<file path="config.mk">
export PLATFORM = sky130hd
export DESIGN_NAME = wb_port_arbiter
export DESIGN_NICKNAME = d
export VERILOG_FILES = /design/src/rtl/wb_pkg.sv /design/src/rtl/wb_starve_ctr.sv /design/src/rtl/wb_port_arbiter.sv
export SDC_FILE = /design/constraint.sdc
export NUM_CORES = 1
export LEC_CHECK = 0
export ABC_AREA = 1
export CAP_MARGIN = 20
export CORE_UTILIZATION = 37
export CTS_CLUSTER_DIAMETER = 100
export CTS_CLUSTER_SIZE = 40
export DETAILED_ROUTE_END_ITERATION = 8
export PLACE_DENSITY = 0.79
export SLEW_MARGIN = 30
export SYNTH_ARGS = -nofsm -noshare
export SYNTH_HDL_FRONTEND = slang
export SYNTH_SLANG_ARGS = --single-unit
</file>
<file path="constraint.sdc">
create_clock -name clk -period 1.8 [get_ports clk]
set_input_delay 0.27 -clock clk [delete_from_list [all_inputs] [get_ports clk]]
set_output_delay 0.27 -clock clk [all_outputs]
set_load 0.005 [all_outputs]
</file>
<file path="src/rtl/wb_pkg.sv">
// Shared definitions for the register-file write-back arbiter: priority
// states, source identifiers and the grant-selection helper.
package wb_pkg;

    localparam logic PRI_NORMAL = 1'b0;
    localparam logic PRI_MD     = 1'b1;

    typedef enum logic {
        ST_NORMAL = PRI_NORMAL,
        ST_MD     = PRI_MD
    } pri_state_t;

    localparam logic [1:0] SRC_DM   = 2'd0;
    localparam logic [1:0] SRC_ALU  = 2'd1;
    localparam logic [1:0] SRC_MD   = 2'd2;
    localparam logic [1:0] SRC_NONE = 2'd3;

    localparam int GPR_ZERO = 0;

    // Normal order is dm > alu > md; a promoted md jumps ahead of both.
    function automatic logic [1:0] pick_src(input logic promote,
                                            input logic dm_v,
                                            input logic alu_v,
                                            input logic md_v);
        if (promote && md_v)
            return SRC_MD;
        else if (dm_v)
            return SRC_DM;
        else if (alu_v)
            return SRC_ALU;
        else if (md_v)
            return SRC_MD;
        else
            return SRC_NONE;
    endfunction

endpackage

</file>
<file path="src/rtl/wb_starve_ctr.sv">
// Starvation guard for the mul/div source: counts consecutive refused cycles
// and promotes md to top priority once the limit is reached.
//
//   state     | meaning
//   ----------+-------------------------------------------------------
//   ST_NORMAL | dm > alu > md, counting md refusals
//   ST_MD     | md promoted to top priority until it transfers or drops
module wb_starve_ctr
    import wb_pkg::*;
#(
    parameter int STARVE_LIMIT = 4
) (
    input  logic clk,
    input  logic reset,
    input  logic md_valid,
    input  logic md_ready,
    output logic md_promote
);

    localparam int CNT_W = $clog2(STARVE_LIMIT + 1);
    localparam logic [CNT_W-1:0] CNT_MAX = CNT_W'(STARVE_LIMIT);

    pri_state_t       state, state_next;
    logic [CNT_W-1:0] starve_cnt, cnt_next;
    logic             md_xfer;

    always_ff @(posedge clk or negedge reset) begin
        if (!reset) begin
            state      <= ST_NORMAL;
            starve_cnt <= '0;
        end else begin
            state      <= state_next;
            starve_cnt <= cnt_next;
        end
    end

    // The promotion decision looks at the updated count, so md wins on the
    // cycle right after its last allowed refusal.
    always_comb begin
        md_xfer    = md_valid & md_ready;
        cnt_next   = starve_cnt;
        state_next = state;

        if (!md_valid || md_xfer)
            cnt_next = '0;
        else if (starve_cnt != CNT_MAX)
            cnt_next = starve_cnt + CNT_W'(1);

        case (state)
            ST_NORMAL: if (cnt_next == CNT_MAX) state_next = ST_MD;
            ST_MD:     if (md_xfer || !md_valid) state_next = ST_NORMAL;
            default:   state_next = ST_NORMAL;
        endcase
    end

    assign md_promote = (state == ST_MD);

endmodule

</file>
<file path="src/rtl/wb_port_arbiter.sv">
// Arbitrates the single register-file write port between ALU, load return
// and mul/div results; the write port itself is registered.
module wb_port_arbiter
    import wb_pkg::*;
#(
    parameter int DATA_W       = 16,
    parameter int ADDR_W       = 3,
    parameter int STARVE_LIMIT = 4
) (
    input  logic              clk,
    input  logic              reset,
    input  logic              alu_valid,
    input  logic [ADDR_W-1:0] alu_addr,
    input  logic [DATA_W-1:0] alu_data,
    output logic              alu_ready,
    input  logic              dm_valid,
    input  logic [ADDR_W-1:0] dm_addr,
    input  logic [DATA_W-1:0] dm_data,
    output logic              dm_ready,
    input  logic              md_valid,
    input  logic [ADDR_W-1:0] md_addr,
    input  logic [DATA_W-1:0] md_data,
    output logic              md_ready,
    output logic              rf_we,
    output logic [ADDR_W-1:0] rf_waddr,
    output logic [DATA_W-1:0] rf_wdata,
    output logic              wb_stall
);

    logic              md_promote;
    logic [1:0]        src;
    logic              xfer;
    logic              do_write;
    logic [ADDR_W-1:0] sel_addr;
    logic [DATA_W-1:0] sel_data;

    wb_starve_ctr #(
        .STARVE_LIMIT (STARVE_LIMIT)
    ) u_starve (
        .clk        (clk),
        .reset      (reset),
        .md_valid   (md_valid),
        .md_ready   (md_ready),
        .md_promote (md_promote)
    );

    always_comb begin
        src      = pick_src(md_promote, dm_valid, alu_valid, md_valid);
        sel_addr = '0;
        sel_data = '0;
        case (src)
            SRC_DM:  begin sel_addr = dm_addr;  sel_data = dm_data;  end
            SRC_ALU: begin sel_addr = alu_addr; sel_data = alu_data; end
            SRC_MD:  begin sel_addr = md_addr;  sel_data = md_data;  end
            default: begin sel_addr = '0;       sel_data = '0;       end
        endcase
    end

    // Handshakes are held off entirely while reset is asserted.
    assign dm_ready  = reset & (src == SRC_DM);
    assign alu_ready = reset & (src == SRC_ALU);
    assign md_ready  = reset & (src == SRC_MD);
    assign wb_stall  = reset & ((alu_valid & ~alu_ready) | (dm_valid & ~dm_ready));

    assign xfer     = reset & (src != SRC_NONE);
    assign do_write = xfer & (sel_addr != ADDR_W'(GPR_ZERO));

    // r0 writes are accepted but never reach the register file.
    always_ff @(posedge clk or negedge reset) begin
        if (!reset) begin
            rf_we    <= 1'b0;
            rf_waddr <= '0;
            rf_wdata <= '0;
        end else begin
            rf_we <= do_write;
            if (do_write) begin
                rf_waddr <= sel_addr;
                rf_wdata <= sel_data;
            end
        end
    end

endmodule

</file>
# Word-level counts from Yosys, hierarchy flattened
# Index checks and enable logic that the tools add are counted.
word_totals:
  register_bits: 24
  output_inout_bits: 24
  in_bits: 62
  wordCells: 40
classes:
  eq_ne: 5
  n_mux: 11
  add_sub_neg: 1
  bitwise_logic: 13
  n_reduce_logical: 5
ops:
  columns: ["cell", "count"]
  rows:
  - ["one-hot mux 16 bit (3 select lines)", 1]
  - ["bitwise AND 1 bit", 9]
  - ["one-hot mux 3 bit (3 select lines)", 1]
  - ["two-way mux 2 bit", 3]
  - ["two-way mux 3 bit", 2]
  - ["adder 3 x 1 -> 3 bit, second input constant", 1]
  - ["== test 3 bit, second input constant", 1]
  - ["two-way mux 1 bit", 3]
  - ["!= test 3 bit, second input constant", 1]
  - ["inverter 1 bit", 3]
  - ["nonzero test 3 bit", 1]
  - ["== test 2 x 1 -> 1 bit, second input constant", 1]
  - ["== test 2 bit, second input constant", 1]
  - ["logical NOT 2 bit", 1]
  - ["!= test 2 bit, second input constant", 1]
  - ["one-hot mux 1 bit (2 select lines)", 1]
  - ["logical AND 1 bit", 1]
  - ["logical NOT 1 bit", 1]
  - ["logical OR 1 bit", 1]
  - ["bitwise OR 1 bit", 1]

# Logic depth before layout (Yosys ltp)
# Gate-level depths: netlist of run 1.
depth:
  word_depth: 12
  mapped_depth: 11
  mapped_depth_nobuf: 10

# By module
# A second synthesis of run 1 with hierarchy kept.
hier_totals:
  cells_unflattened: 217
  area_unflattened_um2: 1472.7
by_module_without_submodules:
  columns: ["mod", "seq_area_each_um2", "cells_each", "area_each_um2", "instances"]
  rows:
  - ["wb_port_arbiter", 500.5, 190, 1253.7, 1]
  - ["wb_starve_ctr", 100.1, 27, 219.0, 1]

# Least setup slack after synthesis of run 1
# No wires, ideal clock.
synth_timing:
  kind: "flip-flop to flip-flop"
  startpoint: "register u_starve.state, in the netlist u_starve.md_promote"
  endpoint: "register rf_wdata[10]"
  path_stages_with_launch: 10
  required_ns: 1.684
  path_slack_ns: 0.394
  setup_time_ns: 0.116
  n_path_buf: 2
  period_less_slack_ns: 1.406
  t_arrival_ns: 1.289
  cell_sequence: "dfrtp_1 nand2_1 buf_6 nand3_1 nand2_1 nor2_1 nand3_4 buf_2 nand3_1 nand2_1"
synth_between:
  elab_chain_len: 6
  word_cells_on_any_way: 11
  cone_classes: "eq/ne: 3; mux: 3; bitwise: 2; reduce/logical: 3"
synth_rtl:
  columns: ["element", "line", "rtl"]
  rows:
  - ["start, declared", "wb_starve_ctr.sv:23", "pri_state_t state, state_next;"]
  - ["start signal, assigned", "wb_starve_ctr.sv:32", "state <= state_next;"]
  - ["logical AND 1 bit (*)", "wb_pkg.sv:25", "if (promote && md_v)"]
  - ["two-way mux 2 bit (*)", "wb_pkg.sv:25", null]
  - ["== test 2 bit (tied with other cells)", "wb_port_arbiter.sv:51", "case (src)"]
  - ["one-hot mux 3 bit (3 select lines)", "wb_port_arbiter.sv:51", null]
  - ["nonzero test 3 bit", "wb_port_arbiter.sv:66", "assign do_write = xfer & (sel_addr != ADDR_W'(GPR_ZERO));"]
  - ["bitwise AND 1 bit", "wb_port_arbiter.sv:66", null]
  - ["end signal, assigned", "wb_port_arbiter.sv:78", "rf_wdata <= sel_data;"]
  - ["end, declared", "wb_port_arbiter.sv:26", "output logic [DATA_W-1:0] rf_wdata,"]
# Mark *: on every way between the ends. The rest lies on a longest branch, timed or not.
# A chain may end at the register's enable or synchronous reset.

# Worst setup path after layout of run 1
layout_timing:
  startpoint: "register u_starve.state, in the netlist u_starve.md_promote"
  endpoint: "output alu_ready"
layout_between:
  elab_chain_len: 4
layout_rtl:
  columns: ["element", "line", "rtl"]
  rows:
  - ["logical AND 1 bit", "wb_pkg.sv:25", null]
  - ["two-way mux 2 bit", "wb_pkg.sv:25", null]
  - ["== test 2 x 1 -> 1 bit", "wb_port_arbiter.sv:61", "assign alu_ready = reset & (src == SRC_ALU);"]
  - ["bitwise AND 1 bit", "wb_port_arbiter.sv:61", null]
  - ["end, declared", "wb_port_arbiter.sv:15", "output logic alu_ready,"]
# No other way between the ends.

==> results.json, run 1 <==
{
  "clock-sinks": 24,
  "post-route-min-period_ns": 1.68,
  "cts_max_level": 1,
  "power_leakage_nw": 1.29,
  "cap_violations": 0,
  "root_buffer": "clkbuf_8",
  "die_w_um": 64.5,
  "viasPerCell": 4.82,
  "setup_tns_ns": 0,
  "die_y_um": 64.5,
  "drive_gt1_frac": 0.105,
  "min_path_type": "in2async",
  "grt_max_degree": 25,
  "yosysTopAreaCell": "dfrtp_1",
  "diodes": 0,
  "wirelength_um": 4420,
  "yosysTopAreaCellShare": 0.416,
  "cts_tree": "done",
  "globalplace.congestion": 0.748,
  "grt_pass1_wl_um": 7130,
  "outcome": "complete, no violations",
  "timing_hold_violations_final": 0,
  "total_power_w": 0.00174,
  "slew_viol_final": 0,
  "whs_ns": 0.398,
  "cp.required_ns": 1.53,
  "rows": 22,
  "slew-limit-headroom": 0.766,
  "antenna_found_initial": 0,
  "crit_fanout": 8,
  "crit_start": "u_starve.md_promote",
  "cts_made_buffers": 3,
  "synth_commonest_cells": "nand2_1 (91), nand3_1 (31), dfrtp_1 (24), inv_1 (17), nor2_1 (12)",
  "path_class": "reg2out",
  "clk_pin_slew_ns": 0.08,
  "io_pins": 86,
  "overflow": 0,
  "post-route-period-util": 0.936,
  "start_util": 0.389,
  "syn_area_per_cell_um2": 6.95,
  "cp-end-kind": "output port",
  "syn_to_final_growth_pct": 75.1,
  "grt_pass1_vias": 1559,
  "timing.fmax_mhz": 594,
  "p_per_area_nw_per_um2": 689,
  "start_kind": "flip-flop",
  "dp_hpwl_um": 3380,
  "fin_skew_ns": 0.00424,
  "arrival_ns": 1.41,
  "synth_fp_nets": 272,
  "r2r_cells": 11,
  "final_util": 0.681,
  "rrSetupSlack_ns": 0.20,
  "finalNetCount": 371,
  "synth-edff-count": 0,
  "tightest_slew_ns": 0.351,
  "ys_seq_area_frac": 0.416,
  "fp.dieArea_um2": 4160,
  "yosysMostFrequentCell": "nand2_1",
  "stdcell_area_um2": 2530,
  "cts.path.max_buffers": 2,
  "setup_viol": 0,
  "yosys-top-cells-area": "dfrtp_1 (42%), nand2_1 (24%), nand3_1 (11%)",
  "ys_ff_latch": 24,
  "synth_area_um2": 1450,
  "detail_route.wl_per_cell_um": 12.5,
  "route.detailed.drc": 0,
  "drtAntennaViolNets": 0,
  "peakVddDrop_v": 0.000332,
  "synth_ff_type": "dfrtp_1",
  "rsz0062_at_grt": "no",
  "r2r-end": "rf_wdata[11]",
  "postSynth.asyncResetShare": 1.00,
  "r2r-start": "u_starve.md_promote",
  "drt_iter0_drc": 76,
  "clk_latency_ns": 0.27,
  "gr-usage-all-layers": 0.224,
  "core_um2": 3720,
  "place_area_um2": 2430,
  "ys_types": 20,
  "syn_inst": 208,
  "drt-pass1-iter-count": 4,
  "ys_warn_count": 0,
  "vias": 1706,
  "io_buffer_count": 85
}
## routing by layer
layer	wire (µm)	track usage	share of wire	vias to the layer above
li1	-	-	-	862
met1	1840	0.267	0.41	761
met2	2070	0.387	0.47	78
met3	460	0.0616	0.10	5
met4	57	0.0750	0.013	0
met5	0	0	0	-
## registers in the layout, summed over array words and instances, names as in the netlist
name                 flops
rf_wdata                16
u_starve.md_promote      1
rf_we                    1
u_starve.starve_cnt      3
rf_waddr                 3
## timing repair
| action | 4_1_cts | 5_1_grt |
|---|---|---|
| cloned | 0 | 0 |
| hold buffers | 0 | 0 |
| setup buffers | 3 | 0 |
| pin swaps | 2 | 2 |
| endpoints found under the setup margin | 4 | 22 |
| gates resized for setup | 12 | 6 |
## worst max path at each step
stage,depth (start not counted),to
2_1_floorplan,9,rf_wdata[10]
3_3_place_gp,5,md_ready
3_5_place_dp,9,rf_wdata[10]
4_1_cts,5,md_ready
5_1_grt,6,alu_ready
6_report,6,alu_ready
## cell usage in the layout, fill, tap and decap left out, types with 3 or more instances in the layout
| master | count |
|---|---|
| a22oi_1 | 7 |
| nand2_1 | 90 |
| nor2_2 | 4 |
| buf_4 | 14 |
| nor2_1 | 8 |
| dfrtp_1 | 24 |
| inv_1 | 16 |
| clkbuf_8 | 4 |
| nand4_1 | 3 |
| dlygate4sd2_1 | 3 |
| nand3_1 | 31 |
| a21oi_1 | 3 |
| clkdlybuf4s50_1 | 79 |
## worst max-delay path, stage by stage (launching register included)
cell	delay [ns]
dfrtp_1	0.41
nand2_2	0.09
buf_4	0.12
buf_6	0.11
nand3_1	0.08
nor2_1	0.10
dlygate4sd2_1	0.24
## cell families after synthesis
| family | count (synthesis) | synth area share |
|---|---|---|
| and+or+nand+nor | 139 | 0.404 |
| buffers and inverters | 27 | 0.0900 |
| DFF | 24 | 0.416 |
| AOI/OAI and AO/OA | 15 | 0.0667 |
| adders and majority gates | 2 | 0.0173 |
| xor gates and xnor gates | 1 | 0.00606 |
## through the flow
stage          worst slack (ns)  instances
3_5_place_dp             -0.255        347
2_1_floorplan             0.394        208
5_1_grt                  0.0191        354
6_report                  0.115        354
3_3_place_gp             -0.194        347
4_1_cts                  -0.108        354
## area by class of cell
type                            instances  area [µm²]
Fill cell                             329        1190
Timing Repair Buffer                  103        1010
Multi-Input combinational cell        157         732
Sequential cell                        24         601
Inverter                               18        67.6
Tap cell                               48        60.1
Clock buffer                            4        55.1
## report_power, final
group / switching (W) / internal (W) / leakage (nW) / total (W)
Sequential: 0.0000536 / 0.000638 / 0.306 / 0.000691
Clock: 0.000173 / 0.000196 / 0.0288 / 0.000369
Combinational: 0.000284 / 0.000400 / 0.953 / 0.000684
Power figures use the tool's default switching activity.
==> run 2: changes to the inputs <==
SETUP_SLACK_MARGIN = 0.1   (was unset)
==> results.json, run 2 (same netlist as run 1, synthesis figures left out) <==
{
  "slew_viol_final": 0,
  "drive_gt1_frac": 0.121,
  "final_common_cell": "nand2_1",
  "cts_made_buffers": 3,
  "vias": 1697,
  "p_switching_w": 0.000515,
  "p_per_area_nw_per_um2": 686,
  "reg_top3": "rf_wdata x16, rf_waddr x3, u_starve.starve_cnt x3",
  "clock-sinks": 24,
  "drt_iter0_drc": 81,
  "clk_latency_ns": 0.27,
  "power_leakage_nw": 1.28,
  "cp.required_ns": 1.53,
  "p_seq_frac": 0.394,
  "fin_skew_ns": 0.00194,
  "setup_viol": 0,
  "fillers": 323,
  "cap_violations": 0,
  "timing.fmax_mhz": 615,
  "syn_to_final_growth_pct": 76.9,
  "viasPerCell": 4.79,
  "cts_tree": "done",
  "slew-limit-headroom": 0.797,
  "place_inst": 347,
  "wirelength_um": 4410,
  "finalNetCount": 371,
  "power_frac_clock": 0.209,
  "grt_pass1_wl_um": 7160,
  "gr-usage-all-layers": 0.225,
  "drt-pass1-iter-count": 4,
  "antenna_found_initial": 0,
  "timing_hold_violations_final": 0,
  "cts.path.max_buffers": 2,
  "regMostFlops": "rf_wdata",
  "final_cell_mix": "nand2_1 (90), clkdlybuf4s50_1 (79), nand3_1 (30)",
  "rows": 22,
  "dp_hpwl_um": 3380,
  "cp-end-kind": "output port",
  "fp.dieArea_um2": 4160,
  "clk_pin_slew_ns": 0.08,
  "overflow": 0,
  "io_pins": 86,
  "grt_max_degree": 25,
  "crit_fanout": 3,
  "grt_pass1_vias": 1564,
  "globalplace.congestion": 0.748,
  "hold_buffers": 0,
  "total_power_w": 0.00175,
  "start_kind": "flip-flop",
  "arrival_ns": 1.36,
  "path_class": "reg2out",
  "rsz0062_at_grt": "yes",
  "post-route-min-period_ns": 1.63,
  "internal-power_w": 0.00124,
  "tightest_slew_ns": 0.304,
  "power_frac_comb": 0.397,
  "drtAntennaViolNets": 0,
  "io_buffer_count": 85,
  "cts_max_level": 1,
  "peakVddDrop_v": 0.000336,
  "route.detailed.drc": 0,
  "outcome": "complete, no violations",
  "fin_cells": 354,
  "final_util": 0.688,
  "min_path_type": "in2async",
  "die_w_um": 64.5,
  "largest_reg_flops": 16,
  "detail_route.wl_per_cell_um": 12.5,
  "diodes": 0,
  "die_y_um": 64.5,
  "post-route-period-util": 0.903,
  "root_buffer": "clkbuf_8",
  "core_um2": 3720,
  "swShare": 0.293,
  "start_util": 0.389
}
## run 2: final cells by class
cell class | instances | area (µm²) | area share
Clock buffer | 4 | 55.1 | 0.0215
Inverter | 18 | 67.6 | 0.0264
Multi-Input combinational cell | 157 | 758 | 0.297
Sequential cell | 24 | 601 | 0.235
Tap cell | 48 | 60.1 | 0.0235
Timing Repair Buffer | 103 | 1010 | 0.397
## run 2: per-stage QoR
stage                     setup WS [ns]  TNS [ns]  cell area [µm²]  hold WS (ns)
after floorplan                   0.394         0             1450       -0.0256
after global placement           -0.194     -4.28             2430         0.453
after detailed placement         -0.255     -5.25             2430         0.458
after CTS                        -0.108    -0.108             2520         0.415
after global routing             0.0450         0             2560         0.445
final                             0.174         0             2560         0.402
## run 2: worst paths after layout
kind | endpoint | cells after the start | slack [ns] | from
worst min-delay path | rf_waddr[1] | 2 | 0.40 | reset
worst max register to register | rf_wdata[14] | 10 | 0.22 | u_starve.md_promote
max in group asynchronous | rf_wdata[9] | 2 | 1.17 | reset
worst max-delay path | wb_stall | 5 | 0.17 | u_starve.md_promote
worst min register to register | rf_wdata[6] | 2 | 0.48 | rf_wdata[6]
min in group clk | rf_wdata[6] | 2 | 0.48 | rf_wdata[6]
## run 2: power groups by stage
| stage | combinational (W) | clock, W | sequential, W |
|---|---|---|---|
| after floorplan | 0.000250 | 0 | 0.000706 |
| after global placement | 0.000663 | 0 | 0.000699 |
| after detailed placement | 0.000677 | 0 | 0.000701 |
| after CTS | 0.000687 | 0.000374 | 0.000692 |
| after global routing | 0.000770 | 0.000392 | 0.000703 |
| final | 0.000697 | 0.000367 | 0.000691 |
## run 2: timing repair
item | CTS | global route
gates resized for setup | 16 | 11
setup endpoints to repair | 24 | 22
pin swaps | 2 | 3
setup buffers | 3 | 0
hold endpoints to repair | 0 | 0
## run 2: per-layer routing
layer	GRT usage	wire [µm]	vias up
met2	0.392	2020	77
met1	0.266	1840	749
met5	0	0	-
met3	0.0616	451	7
li1	-	-	864
met4	0.0750	93	0
## run 2: critical path: stages (launching register included)
cell and delay (ns):
dfrtp_1 0.39, nand2_2 0.07, buf_4 0.14, buf_4 0.13, a211oi_1 0.20, buf_2 0.15
